==> src/rtl/command_sequencer.sv <==
// Command sequencer: picks a pseudo-random command each round, times the response window,
// pulses enable at the window close and advances or ends the game from the checker's state.
//
// state  | meaning
// IDLE   | game stopped; window length and round count held at their start values
// ARM    | waiting for the checker to report 000 before opening the first window
// WINDOW | response window running; enable marks its last cycle
// LOST   | game over; command and round frozen until start drops
module command_sequencer #(
    parameter int unsigned WIN_INIT = 50_000_000,
    parameter int unsigned WIN_MIN  = 12_500_000,
    parameter int unsigned WIN_STEP = 2_500_000,
    parameter logic [15:0] SEED     = 16'hACE1,
    parameter int unsigned ROUND_W  = 8
) (
    input  logic               clk,
    input  logic               resetn,
    input  logic               start,
    input  logic [2:0]         game_state,
    output logic [1:0]         command,
    output logic               enable,
    output logic [ROUND_W-1:0] round,
    output logic               playing,
    output logic               lost
);
    localparam logic [1:0] IDLE   = 2'd0;
    localparam logic [1:0] ARM    = 2'd1;
    localparam logic [1:0] WINDOW = 2'd2;
    localparam logic [1:0] LOST   = 2'd3;

    localparam logic [2:0] GS_CHECK = 3'b000;
    localparam logic [2:0] GS_QUIT  = 3'b001;
    localparam logic [2:0] GS_RIGHT = 3'b011;

    logic [1:0]  state;
    logic [15:0] lfsr;
    logic [31:0] timer;
    logic [31:0] win_len;
    logic [31:0] win_next;
    logic [1:0]  pick;
    logic        lfsr_fb;
    logic        round_max;

    always_comb begin
        pick      = (lfsr[1:0] == 2'b10) ? {lfsr[2], 1'b1} : lfsr[1:0];
        lfsr_fb   = lfsr[15] ^ lfsr[13] ^ lfsr[12] ^ lfsr[10];
        // win_len never drops below WIN_MIN, so this difference cannot underflow
        win_next  = ((win_len - WIN_MIN) >= WIN_STEP) ? (win_len - WIN_STEP) : WIN_MIN;
        round_max = &round;
    end

    assign enable  = (state == WINDOW) && (timer == 32'd0);
    assign playing = (state == ARM) || (state == WINDOW);
    assign lost    = (state == LOST);

    always_ff @(posedge clk) begin
        if (!resetn) begin
            state   <= IDLE;
            command <= 2'b00;
            round   <= '0;
            lfsr    <= SEED;
            timer   <= 32'd0;
            win_len <= WIN_INIT;
        end else begin
            lfsr <= {lfsr[14:0], lfsr_fb};
            if (!start) begin
                state   <= IDLE;
                round   <= '0;
                win_len <= WIN_INIT;
                timer   <= 32'd0;
            end else begin
                case (state)
                    IDLE: begin
                        round   <= '0;
                        win_len <= WIN_INIT;
                        state   <= ARM;
                    end
                    ARM: begin
                        if (game_state == GS_CHECK) begin
                            state   <= WINDOW;
                            command <= pick;
                            timer   <= win_len - 32'd1;
                        end
                    end
                    WINDOW: begin
                        if (timer == 32'd0) begin
                            if (game_state == GS_RIGHT) begin
                                if (!round_max) begin
                                    round <= round + 1'b1;
                                end
                                win_len <= win_next;
                                command <= pick;
                                timer   <= win_next - 32'd1;
                            end else begin
                                state <= LOST;
                            end
                        end else if (game_state == GS_QUIT) begin
                            state <= LOST;
                        end else begin
                            timer <= timer - 32'd1;
                        end
                    end
                    LOST: begin
                        state <= LOST;
                    end
                    default: begin
                        state <= IDLE;
                    end
                endcase
            end
        end
    end
endmodule

==> config.mk <==
export PLATFORM = sky130hd
export DESIGN_NAME = command_sequencer
export DESIGN_NICKNAME = d
export VERILOG_FILES = /design/src/rtl/command_sequencer.sv
export SDC_FILE = /design/constraint.sdc
export NUM_CORES = 1
export LEC_CHECK = 0
export ABC_AREA = 1
export CAP_MARGIN = 20
export CORE_UTILIZATION = 35
export CTS_BUF_LIST = sky130_fd_sc_hd__clkbuf_8 sky130_fd_sc_hd__clkbuf_16
export CTS_CLUSTER_SIZE = 40
export DETAILED_ROUTE_END_ITERATION = 8
export RECOVER_POWER = 50
export SLEW_MARGIN = 20
export SYNTH_ARGS = -nofsm -noshare
export SYNTH_HDL_FRONTEND = slang
export SYNTH_SLANG_ARGS = --single-unit
==> constraint.sdc <==
create_clock -name clk -period 3.9 [get_ports clk]
set_input_delay 0.78 -clock clk [delete_from_list [all_inputs] [get_ports clk]]
set_output_delay 0.78 -clock clk [all_outputs]
set_load 0.005 [all_outputs]
==> results.md, run 1 <==
* CTS Buf Count at 9
* Crit end category: output port
* Via count at 7422
* WL per Instance at 14.7 um
* Clk sink count at 92
* WP data required at 3.12 ns
* Syn Area/Cell at 5.87 um^2
* Sequential standard cell area at 1840 um^2
* Leak Pwr at 0.00366 uW
* Final setup viols at 0
* Fill cells at 2113
* Syn Nets at 1227
* R2R Path Start: win_len[5]
* Final Instance Area at 8020 um^2
* Outcome: complete, no violations
* Layout area overhead at 12.5%
* R2R Setup Slk at 0.36 ns
* CP Max Fanout at 33
* Cell-internal power at 1600 uW
* Number of I/O port buffers at 18
* Final setup TNS at 0 ns
* TritonCTS clock tree: built
* # hold bufs at CTS at 0
* Worst hold slack at 0.419 ns
* I/O pin count at 19
* DP Wirelength at 17000 um
* Die H at 145 um
* Hold Path Class: register to register
* Yosys reg bits at 92
* Combinational share of power at 20.4%
* First-pass GRT wire length at 35200 um
* Starting density of the core at 36.1%
* DRT Pass-1 Iters at 5
* Worst Max-Slew Pin Slew at 0.846 ns
* Fin util at 40.7%
* Psw at 845 uW
* Via/cell ratio at 4.93
* Vias in the first global route at 6677
* Worst R2R End: timer[26]
* Final period util at 92.3%
* Remaining global-route overflow at 0
* Register clock-pin slew on the reported worst setup and hold paths at 0.08 ns
* Rel. slew slack at 43.6%
* Final wirelength at 22100 um
* Number of remaining DRC errors at 0
* Yosys cell types at 42
* Chip Width at 145 um
* Iteration-0 DRC Markers at 694
* H-tree depth at 3
* Pwr/cell area at 305 nW/um^2
* Multi-input logic area at 4360 um^2
* Switch share at 34.5%
* Pre-CTS WS at 0.145 ns
* Die Footprint at 20900 um^2
* Crit Path Category: register to output port
* Antenna Cells at 0
* Startpoint Class: register
* Initial antenna violation count at 0
* Max-cap check violation count at 0
* Final #Nets at 1250
* Synth Warn # at 0
* Total core area at 19700 um^2
* Arr. time, crit path at 2.82 ns
* Crit path capture: enable
* Seq/Total Area, Yosys at 25.8%
* Clock share of power at 38.0%
* Share of cells above drive strength 1 at 11.7%
* GRT Util Overall at 22.1%
* Root Driver: clkbuf_16
* Critical Path Start: timer[7]
* Final Worst Setup Slack at 0.299 ns
* Post-Syn Instances at 1213
* Post-synthesis cell area at 7130 um^2
* Cell Rows at 51
* Final hold vios at 0
* Fmax at 278 MHz
* Skew final at 0.0123 ns
* RePlAce Congestion at 0.938
* ANT nets after route at 0
* Worst R2R Path Depth at 23
* Reg power frac at 41.6%
* Max-slew violations at 0
* Clock latency on the worst-skew pair at 0.37 ns
* VDD IR-drop max at 0.000226 V
* Fin crit period at 3.60 ns
* RSZ-0062 raised after global routing: false
* Placed cell area at 7610 um^2
* CTS Buffer Depth at 2
* Largest net degree at the start of global routing at 47
layout by cell type, fill, tap and decap left out, types with 6 or more instances in the layout:
master	Yosys	routed
a21oi_1	71	70
buf_4	4	26
clkbuf_16	0	9
dfxtp_1	92	91
dlygate4sd3_1	0	13
ha_1	8	8
inv_1	183	183
inv_2	22	22
nand2_1	344	344
nand2_2	17	17
nand3_1	97	97
nand3_2	7	8
nand4_1	18	18
nor2_1	125	124
nor2_2	21	20
nor2_4	11	13
nor3_1	6	6
nor4_1	10	9
o211ai_1	9	9
o21ai_0	46	46
o22ai_1	22	22
or2_2	9	9
xor2_1	24	24
cells by family (layout without fill, tap and decap cells):
logic type | Yosys count | after routing | synth area share [%]
buf+inv | 243 | 270 | 13.5
simple gates | 674 | 675 | 42.6
fa+ha+maj | 8 | 8 | 1.40
compound gates | 170 | 170 | 13.5
xor+xnor | 26 | 26 | 3.20
flops | 92 | 92 | 25.8
power by group through the flow:
stage          sequential, uW  clock, uW  combinational [uW]
2_1_floorplan            1030          0                 360
6_report                 1020        930                 500
5_1_grt                  1020        986                 560
4_1_cts                  1020        953                 495
3_5_place_dp             1040          0                 493
3_3_place_gp             1040          0                 492
worst min path at each step:
stage	startpoint	endpoint	slack (ns)	cells after the start
after floorplan	lfsr[11]	lfsr[12]	0.39	2
after global placement	lfsr[11]	lfsr[12]	0.39	2
after detailed placement	lfsr[7]	lfsr[8]	0.40	2
after CTS	lfsr[14]	lfsr[15]	0.43	1
after global routing	lfsr[14]	lfsr[15]	0.43	1
final	lfsr[14]	lfsr[15]	0.42	1
registers in the layout (all words and copies together) (netlist names):
register / flops
command: 2
lfsr: 16
round: 8
state: 2
timer: 32
win_len: 32
through the flow:
step / instances / total power, uW
4_1_cts: 1497 / 2470
3_3_place_gp: 1481 / 1530
3_5_place_dp: 1481 / 1530
2_1_floorplan: 1213 / 1390
5_1_grt: 1506 / 2570
6_report: 1506 / 2450
Yosys cell counts, drive strengths merged:
library cell	n	share of area [%]
clkinv	4	0.23
o21bai	2	0.21
xor2	24	2.9
a21oi	75	5.7
o211ai	9	0.95
xnor2	2	0.25
nand2	364	20
nand3	106	8.3
o22ai	22	1.9
and3	1	0.088
or2	9	0.79
inv	205	11
a211oi	4	0.42
and2	2	0.18
nor4	10	0.88
o21a	1	0.11
nor3	6	0.42
ha	8	1.4
nor2	157	10
nand4	18	1.6
o21ai	51	3.6
buf	13	1.3
a31oi	6	0.61
clkbuf	21	1.1
nor3b	1	0.11
dfxtp	92	26
layer usage:
layer  track usage (%)  wire [um]  share of wire (%)  up-vias
met2              34.9       9740                 44      190
met4              6.15        369                1.7        0
met5                 0          0                  0        -
li1                  -          -                  -     3878
met3              3.16       1230                5.6       25
met1              31.2      10800                 49     3329
layout make-up:
class                   instances  area share (%)
clock buffers                   9            2.81
clock inverters                 7            1.11
inverters                     209            9.80
multi-input cells             879            54.4
flip-flops and latches         92            23.0
well taps                     265            4.14
repair buffers                 45            4.73
worst max-delay path, cell delays in order, from the launching register on:
cell	delay [ns]
dfxtp_1	0.34
nor4_1	0.48
nand4_1	0.18
or2_2	0.35
nor2_1	0.14
buf_4	0.37
clkdlybuf4s50_1	0.58
what timing repair did:
item,4_1_cts,5_1_grt
endpoints found under the setup margin,0,21
endpoints found under the hold margin,0,0
gates resized for setup,0,7
buffers inserted,0,8
No activity file was read; power rests on OpenSTA's default activity.
==> run 2: changes to the inputs <==
--- a/config.mk
+++ b/config.mk
@@ -11,7 +11,10 @@
 export CTS_BUF_LIST = sky130_fd_sc_hd__clkbuf_8 sky130_fd_sc_hd__clkbuf_16
 export CTS_CLUSTER_SIZE = 40
 export DETAILED_ROUTE_END_ITERATION = 8
+export DONT_BUFFER_PORTS = 1
+export GPL_TIMING_DRIVEN = 0
 export RECOVER_POWER = 50
+export SETUP_SLACK_MARGIN = 0.15
 export SLEW_MARGIN = 20
 export SYNTH_ARGS = -nofsm -noshare
 export SYNTH_HDL_FRONTEND = slang
==> results.md, run 2 (synthesized netlist as in run 1, its figures left out) <==
* Outcome: complete, no violations
* R2R Setup Slk at 0.31 ns
* Slowest stage delay, CP at 0.53 ns
* ANT nets after route at 0
* Register clock-pin slew on the reported worst setup and hold paths at 0.08 ns
* Fmax at 278 MHz
* CP Cell Sequence: nor4_1 -> nand4_1 -> or2_2 -> nand2_1 -> buf_2 -> nor2_1 -> nor4_1 -> clkbuf_1 -> clkbuf_1 -> nand3_1 -> nand2_1 -> inv_1
* Leak Pwr at 0.00357 uW
* Final period util at 92.1%
* Final wirelength at 21700 um
* I/O pin count at 19
* Cell Rows at 51
* First-pass GRT wire length at 34900 um
* Biggest registers after layout: timer: 32 flops, win_len: 32 flops, lfsr: 16 flops
* Psw at 843 uW
* Total core area at 19700 um^2
* Chip Width at 145 um
* WP data required at 4.16 ns
* Clock share of power at 38.0%
* Crit end category: register
* Via count at 7416
* WL per Instance at 14.4 um
* CP Max Fanout at 10
* Final Worst Setup Slack at 0.308 ns
* Remaining global-route overflow at 0
* Final #Nets at 1249
* RePlAce Congestion at 0.938
* Final setup viols at 0
* Arr. time, crit path at 3.85 ns
* Vias in the first global route at 6822
* Number of remaining DRC errors at 0
* Pwr/cell area at 306 nW/um^2
* CTS Buffer Depth at 2
* Max-cap check violation count at 0
* H-tree depth at 3
* Antenna Cells at 0
* Initial antenna violation count at 0
* VDD IR-drop max at 0.000271 V
* Die H at 145 um
* Iteration-0 DRC Markers at 544
* Switch share at 34.6%
* Rel. slew slack at 54.0%
* Startpoint Class: register
* Most frequent cells in the layout: nand2_1 (342), inv_1 (179), nor2_1 (123)
* WP buf/inv at 4
* Commonest non-fill, non-tap cell in the layout: nand2_1
* Hold Path Class: register to register
* Layout area overhead at 11.5%
* Slowest CP cell: clkbuf_1
* Share of cells above drive strength 1 at 12.3%
* Root Driver: clkbuf_16
* Largest net degree at the start of global routing at 21
* Crit path max-delay family: simple AND/OR/NAND/NOR gates
* Cell-internal power at 1590 uW
* Combinational share of power at 20.1%
* Clk sink count at 92
* DRT Pass-1 Iters at 5
* DP Wirelength at 17700 um
* Max-slew violations at 0
* Number of I/O port buffers at 0
* Skew final at 0.0149 ns
* Fin crit period at 3.59 ns
* Clock latency on the worst-skew pair at 0.37 ns
* CTS Buf Count at 9
* Worst Max-Slew Pin Slew at 0.690 ns
* TritonCTS clock tree: built
* GRT Util Overall at 21.8%
* Reg power frac at 41.9%
* RSZ-0062 raised after global routing: true
* Final Total Pwr at 2430 uW
* # hold bufs at CTS at 0
* Via/cell ratio at 4.93
* Pre-CTS WS at -0.000765 ns
* Crit Path Category: register to register
* Starting density of the core at 36.1%
* Final hold vios at 0
* Die Footprint at 20900 um^2
[run 2: power by group through the flow]
stage	registers, uW	logic (uW)	clock network [uW]
global route	1030	551	974
finish	1020	489	925
detailed placement	1040	481	0
floorplan	1030	360	0
CTS	1020	483	940
global placement	1040	479	0
[run 2: final cells by class]
cell class,count,area (um^2)
clock buffers,9,225
multi-input cells,878,4390
inverters,209,786
repair buffers,11,100
flip-flops and latches,92,1850
plain buffers,34,173
fillers,2165,11800
well taps,265,332
clock inverters,7,93.8
[run 2: routing by layer]
metal	GRT usage (%)	vias to the layer above	share of wire [%]
met5	0	-	0
met4	8.48	0	3.4
met3	2.53	42	3.8
met2	35.2	165	44
met1	29.6	3331	49
li1	-	3878	-
[run 2: per-stage QoR]
stage | util (%) | setup TNS [ns] | cell area (um^2) | instances | hold slack, ns
after global routing | 40.3 | 0 | 7940 | 1505 | 0.438
after CTS | 39.5 | 0 | 7790 | 1494 | 0.419
after floorplan | - | 0 | 7130 | 1213 | 0.390
final | 40.3 | 0 | 7940 | 1505 | 0.419
after detailed placement | 37.8 | -0.000765 | 7460 | 1478 | 0.399
after global placement | 37.8 | 0 | 7460 | 1478 | 0.396
[run 2: final timing paths]
kind	startpoint	to	cells after the start
setup reg to reg	timer[27]	timer[24]	12
hold reg to reg	lfsr[7]	lfsr[8]	2
hold / removal	lfsr[7]	lfsr[8]	2
setup / recovery	timer[27]	timer[24]	12
[run 2: tightest hold or removal path, cell delays in order, from the launching register on]
cell and delay [ns]:
dfxtp_1 0.31, nand2_1 0.05, inv_1 0.04
[run 2: what timing repair did]
item / 4_1_cts / 5_1_grt
endpoints found under the setup margin: 10 / 39
setup buffers: 0 / 10
pin swaps: 0 / 7
cloned: 0 / 1
hold endpoints to repair: 0 / 0
resized for setup: 5 / 18
